===== config.mk =====
export PLATFORM = sky130hd
export DESIGN_NAME = mem_port_ctrl
export DESIGN_NICKNAME = d
export VERILOG_FILES = /design/src/rtl/mem_port_ctrl.sv
export SDC_FILE = /design/constraint.sdc
export NUM_CORES = 1
export LEC_CHECK = 0
export BUFFER_PORTS_ARGS = -buffer_cell sky130_fd_sc_hd__buf_2
export CAP_MARGIN = 10
export CORE_MARGIN = 1.5
export CORE_UTILIZATION = 32
export DETAILED_ROUTE_END_ITERATION = 12
export PLACE_DENSITY_LB_ADDON = 0.15
export SKIP_LAST_GASP = 1
export SYNTH_ARGS = -nofsm -noshare
export SYNTH_HDL_FRONTEND = slang
export SYNTH_SLANG_ARGS = --single-unit
export TNS_END_PERCENT = 30

===== constraint.sdc =====
create_clock -name clk -period 3.95 [get_ports clk]
set_input_delay 0.79 -clock clk [delete_from_list [all_inputs] [get_ports clk]]
set_output_delay 0.79 -clock clk [all_outputs]
set_load 0.05 [all_outputs]

===== src/rtl/mem_port_ctrl.sv =====
// Byte-wide single-port RAM controller serving IF fetches and MEM loads/stores.
// Define IF_ABORT_EN to let a MEM request abort an in-flight IF read.
module mem_port_ctrl #(
  parameter int ADDR_W = 32
) (
  input  logic              clk,
  input  logic              reset,
  input  logic              if_req,
  input  logic [ADDR_W-1:0] if_addr,
  input  logic              mem_req,
  input  logic              mem_we,
  input  logic [1:0]        mem_size,
  input  logic [ADDR_W-1:0] mem_addr,
  input  logic [31:0]       mem_wdata,
  input  logic [7:0]        ram_din,
  output logic [ADDR_W-1:0] ram_a,
  output logic [7:0]        ram_dout,
  output logic              ram_wr,
  output logic              if_done,
  output logic [31:0]       if_data,
  output logic              mem_done,
  output logic [31:0]       mem_rdata,
  output logic              stall_if,
  output logic              stall_mem
);

  typedef enum logic [1:0] {IDLE, BUSY, DONE} state_t;

  state_t            state, state_nx;
  logic              own_mem, own_mem_nx;
  logic              we, we_nx;
  logic              quiet, quiet_nx;
  logic [2:0]        n, n_nx;
  logic [2:0]        k, k_nx;
  logic [ADDR_W-1:0] base, base_nx;
  logic [31:0]       data_q, data_nx;
  logic [ADDR_W-1:0] a_c;
  logic [7:0]        dout_c;
  logic              wr_c;
  logic              done_c;
  logic [2:0]        msz;
  logic [1:0]        kb;

  assign msz = (mem_size == 2'd0) ? 3'd1 :
               (mem_size == 2'd1) ? 3'd2 : 3'd4;
  assign kb  = 2'(k - 3'd1);

  always_ff @(posedge clk or negedge reset) begin
    if (!reset) begin
      state   <= IDLE;
      own_mem <= 1'b0;
      we      <= 1'b0;
      quiet   <= 1'b0;
      n       <= '0;
      k       <= '0;
      base    <= '0;
      data_q  <= '0;
    end else begin
      state   <= state_nx;
      own_mem <= own_mem_nx;
      we      <= we_nx;
      quiet   <= quiet_nx;
      n       <= n_nx;
      k       <= k_nx;
      base    <= base_nx;
      data_q  <= data_nx;
    end
  end

  always_comb begin
    state_nx   = state;
    own_mem_nx = own_mem;
    we_nx      = we;
    quiet_nx   = quiet;
    n_nx       = n;
    k_nx       = k;
    base_nx    = base;
    data_nx    = data_q;
    a_c        = '0;
    dout_c     = '0;
    wr_c       = 1'b0;
    done_c     = 1'b0;
    unique case (state)
      IDLE: begin
        quiet_nx = 1'b0;
        if (mem_req) begin
          own_mem_nx = 1'b1;
          we_nx      = mem_we;
          n_nx       = msz;
          k_nx       = 3'd1;
          base_nx    = mem_addr;
          data_nx    = mem_we ? mem_wdata : '0;
          a_c        = mem_addr;
          state_nx   = BUSY;
          if (mem_we) begin
            wr_c   = 1'b1;
            dout_c = mem_wdata[7:0];
            if (msz == 3'd1) state_nx = DONE;
          end
        end else if (if_req) begin
          own_mem_nx = 1'b0;
          we_nx      = 1'b0;
          n_nx       = 3'd4;
          k_nx       = 3'd1;
          base_nx    = if_addr;
          data_nx    = '0;
          a_c        = if_addr;
          state_nx   = BUSY;
        end
      end
      BUSY: begin
        if (!own_mem && !if_req) begin
          state_nx = IDLE;
        end
`ifdef IF_ABORT_EN
        else if (!own_mem && mem_req) begin
          state_nx = DONE;
          quiet_nx = 1'b1;
        end
`endif
        else if (we) begin
          a_c    = base + ADDR_W'(k);
          wr_c   = 1'b1;
          dout_c = data_q[{k[1:0], 3'b000} +: 8];
          if (k == n - 3'd1) state_nx = DONE;
          else k_nx = k + 3'd1;
        end else begin
          // ram_din now holds the byte addressed one cycle earlier
          data_nx[{kb, 3'b000} +: 8] = ram_din;
          if (k < n) begin
            a_c  = base + ADDR_W'(k);
            k_nx = k + 3'd1;
          end else begin
            state_nx = DONE;
          end
        end
      end
      DONE: begin
        done_c   = ~quiet;
        state_nx = IDLE;
      end
      default: state_nx = IDLE;
    endcase
  end

  assign ram_a     = reset ? a_c : '0;
  assign ram_dout  = reset ? dout_c : '0;
  assign ram_wr    = reset & wr_c;
  assign if_done   = reset & done_c & ~own_mem;
  assign mem_done  = reset & done_c & own_mem;
  assign if_data   = if_done ? data_q : '0;
  assign mem_rdata = (mem_done & ~we) ? data_q : '0;
  assign stall_if  = if_req & ~if_done;
  assign stall_mem = mem_req & ~mem_done;

endmodule


# After elaboration in Yosys (flattened, before gate mapping)
# Cells that the tools add are included.
# op_classes
n_eq_ne,12
reduce_logical,11
addsub,5
shifts,3
n_lt_le_gt_ge,1
bitwise,11
muxes,53
# op_table
op,count
$mux W32,15
$pmux W32 S2,2
$mux W8,5
$add A32 B3 Y32,1
$bwmux W32,1
$shift A8 B7 Y32 const A,1
$shiftx A32 B6 Y8,1
$shiftx A8 B7 Y32,1
$mux W3,10
$mux W2,8
$pmux W8 S2,1
$ne A3 B3 Y1 const B,3
$mux W1,8
$ne A4 B4 Y1 const B,2
$and A1 B1 Y1,7
$neg A5 Y7,1
$pmux W3 S2,1
$reduce_and A5 Y1,1
$eq A2 B1 Y1 const B,2
$logic_not A2 Y1,2
$ne A2 B2 Y1 const B,2
$not A1 Y1,4
$pmux W2 S2,1
$reduce_and A4 Y1,1
other kinds (13),15
# totals
input_bits,111
out_inout_bits,109
regBits,74

# Depth between registers and ports, before layout
# logic_depth
depth_word,8
ltp_mapped,10
mapped_depth_nobuf,8

# Worst setup path before layout
# No wires, ideal clock.
# synth_path
path_type,register to output
startpoint,register k[1]
endpoint,output ram_a[10]
arrival_ps,3275
slack_ps,-115
path_stages_with_launch,9
path_buffers,2
required_time_ps,3160
path_cell_list,dfrtp_1 > buf_2 > inv_1 > fa_1 > nand2b_1 > a211o_1 > buf_2 > o32a_1 > a211oi_1
# synth_between
elab_chain_cells,6
elab_cells_between_ends,7
# synth_lines
element,line_no,source
"start, declared",34,"logic [2:0] k, k_nx;"
"start signal, assigned",64,k <= k_nx;
$add A32 B3 Y32 or $lt A3 B3 Y1 (tied branches),"122, 131, 130",
$mux W32,130,if (k < n) begin
$mux W32 (*),121,else if (we) begin
$mux W32 (*),112,if (!own_mem && !if_req) begin
$pmux W32 S2 (*),83,unique case (state)
$mux W32 (*),146,assign ram_a = reset ? a_c : '0;
"end, declared",16,"output logic [ADDR_W-1:0] ram_a,"
# Every way passes the cells marked *; elsewhere a longest branch is shown, timed or not.

# Worst setup path in the final report
# layout_path
startpoint,register k[0]
endpoint,output ram_a[10]
# The elaborated chain is that of the path after synthesis.

==> results.yml <==
status:
  status: "completed"
timing:
  period_minus_slack_ns: 3.68
  period_share_pct: 93.1
  max_slew_margin_pct: 25.4
  rsz0062_at_grt: "false"
  finalSetupViolCount: 0
  fin_skew_ns: 0.0110
  clock.fmax_mhz: 272
  tns_ns: 0
  drv_slew: 0
  worstMarginPinSlew_ns: 1.11
  hold_violations: 0
synth:
  synth_edf_count: 0
  ys_ff_latch: 74
  synth_area_um2: 5520
  yosys_warnings: 0
  ys_seq_area_share_pct: 33.5
  synth_ff_type: "dfrtp_1"
  synth.net_count: 734
  syn_avg_cell_area_um2: 9.04
  synth_cells: 611
  synthArstFlopShare_pct: 100
  synthDistinctLibCells: 57
die:
  die-area_um2: 18100
  die_h_um: 134
  initial_utilization_pct: 33.1
  rows: 47
  die_w_um: 134
  io_pins: 220
  coreArea_um2: 16700
drt:
  ant_nets: 0
  vias: 5334
  drc_errors: 0
  vias_per_cell: 5.13
  wire_per_inst_um: 17.2
  drtIter0Drc: 282
  first_pass_iters: 5
  drt_wl_total_mm: 17.9
grt:
  grt_overflow: 0
  grt_pass1_wl_mm: 28.4
  grt_max_degree: 59
  grt_pass1_vias: 5367
  antenna_found_initial: 1
  grt.total_usage_pct: 20.0
cts:
  cts_tree: "yes"
  cts_resized: 0
  clkLatencyLatePin_ns: 0.34
  cts_max_level: 3
  clockBufferDepth: 2
  clk_pin_slew_ns: 0.06
  postCtsHoldBufs: 0
  cts_buffers: 9
  cts_sinks: 74
  postCtsSetupRepairBufs: 0
  root_buffer: "clkbuf_16"
place:
  post-dp-hpwl_mm: 13.9
  place.gp.congestion: 0.916
  dpl-instance-area_um2: 6810
  io_buffers: 219
layout:
  fillerInstances: 1686
  final_util_pct: 42.7
  drive_gt1_share_pct: 36.1
  fin_area_um2: 7130
  final_common_cell: "buf_2"
  layout_common_cells: "buf_2 (218), dfrtp_1 (74), and2_1 (70), nand2_1 (55), nor2_1 (53)"
  area_growth_syn_to_layout_pct: 29.1
  nNetsFinal: 936
power:
  power_uw: 4960
  peakVddDrop_v: 0.000245
  p_per_area_nw_per_um2: 696
  p_leak_uw: 0.00346
critical_path:
  cp-endpoint: "ram_a[10]"
  worstSetupPathDepth: 8
  crit_fanout: 9
  reg2reg_from: "k[0]"
  cpPeakStageDelay_ns: 0.45
  path_buf_inv: 2
  crit_type: "reg -> out"
  worstPathRequired_ns: 3.16
  r2r_slack_ns: 1.63
  crit_start: "k[0]"
  crit_family: "compound AO/OA/AOI/OAI gates"
  end_kind: "output port"
  worstPathCellList: "ha_1, inv_1, fa_1, nand2b_1, a211o_1, o32a_1, a211oi_2, buf_2"
  worstReg2RegEnd: "data_q[10]"
  cp.arrival_ns: 2.89
  cp-start-kind: "flop"
  r2r_cells: 5
  crit_path_top_delay_cell: "a211o_1"
min_path:
  hp-class: "in -> async"
job:
  cap_violations: 0
synthesized netlist by cell type (2+ instances only):
library cell / n / area (µm²)
nor2b_1: 2 / 12.5
o21ai_0: 41 / 205
xor2_1: 20 / 175
a21o_1: 8 / 60.1
o21a_1: 2 / 15.0
inv_1: 12 / 45.0
a22oi_1: 40 / 300
xnor2_1: 9 / 78.8
and2_1: 70 / 438
o22ai_1: 8 / 50.1
mux2i_1: 33 / 330
nor2_1: 55 / 206
a21oi_1: 23 / 115
dfrtp_1: 74 / 1850
buf_4: 3 / 22.5
o21ai_1: 5 / 25.0
o21bai_1: 2 / 15.0
ha_1: 11 / 138
buf_6: 3 / 33.8
nand3_1: 8 / 40.0
a211oi_1: 3 / 22.5
clkbuf_1: 15 / 56.3
mux4_2: 8 / 180
nand2_1: 55 / 206
nor3_1: 8 / 40.0
nor3_2: 5 / 50.1
and3_1: 3 / 18.8
nand4_1: 12 / 75.1
o22ai_2: 21 / 263
nand2b_1: 6 / 37.5
buf_2: 16 / 80.1
and4_1: 4 / 35.0
a22o_1: 2 / 17.5
metrics by stage:
stage / instances / setup WS (ns) / hold WS, ns
finish: 1039 / 0.272 / 0.330
global route: 1039 / 0.0701 / 0.336
CTS: 1038 / 0.259 / 0.326
detailed placement: 1022 / 0.640 / 0.480
global placement: 1022 / 0.637 / 0.464
floorplan: 611 / 0.324 / 0.454
kinds of logic (layout without fill, tap and decap cells):
kind of cell | after synthesis | after routing | share of synthesized area (%)
AO/OA/AOI/OAI | 162 | 162 | 20.9
buffers and inverters | 50 | 257 | 4.37
multiplexers | 41 | 41 | 9.25
flip-flops | 74 | 74 | 33.5
other | 0 | 1 | 0
AND/OR/NAND/NOR | 242 | 242 | 24.1
XOR/XNOR | 30 | 30 | 5.03
adder cells (fa/ha/maj) | 12 | 12 | 2.86
worst min-delay path by stage:
stage / from / end / slack (ns) / cells after the start
after floorplan: base[2] / base[2] / 0.45 / 1
after global placement: base[0] / base[0] / 0.46 / 1
after detailed placement: base[0] / base[0] / 0.48 / 1
after CTS: reset / base[2] / 0.33 / 1
after global routing: reset / base[2] / 0.34 / 1
final: reset / base[2] / 0.33 / 1
area by class of cell:
cell class	instances	area [µm²]	share of cell area, %
Antenna cell	1	2.50	0.0351
Sequential cell	74	1850	26.0
Inverter	12	45.0	0.632
Tap cell	220	275	3.86
Multi-Input combinational cell	487	3450	48.4
Clock inverter	3	46.3	0.650
Timing Repair Buffer	229	1190	16.6
Clock buffer	13	270	3.79
worst register-to-register path: stages, from the launching register on:
cell and delay (ns):
dfrtp_1 0.35, buf_4 0.29, inv_1 0.13, ha_1 0.24
o21ai_1 0.87, o21ai_0 0.27
state kept, by name, indices dropped and copies added (netlist names):
| name | cells |
|---|---|
| we | 1 |
| base | 32 |
| n | 3 |
| k | 3 |
| own_mem | 1 |
| data_q | 32 |
| state | 2 |
per-layer routing:
| metal | vias to the layer above | routed length (µm) | track usage [%] |
|---|---|---|---|
| li1 | 2607 | - | - |
| met1 | 2493 | 7650 | 25.2 |
| met4 | 0 | 309 | 5.85 |
| met2 | 211 | 8580 | 34.0 |
| met5 | - | 0 | 0 |
| met3 | 23 | 1330 | 4.57 |
power by group:
| group | internal (µW) | total, µW | switching (µW) |
|---|---|---|---|
| Clock | 542 | 864 | 321 |
| Combinational | 902 | 2530 | 1620 |
| Sequential | 1120 | 1570 | 448 |
Power figures use the tool's default switching activity.
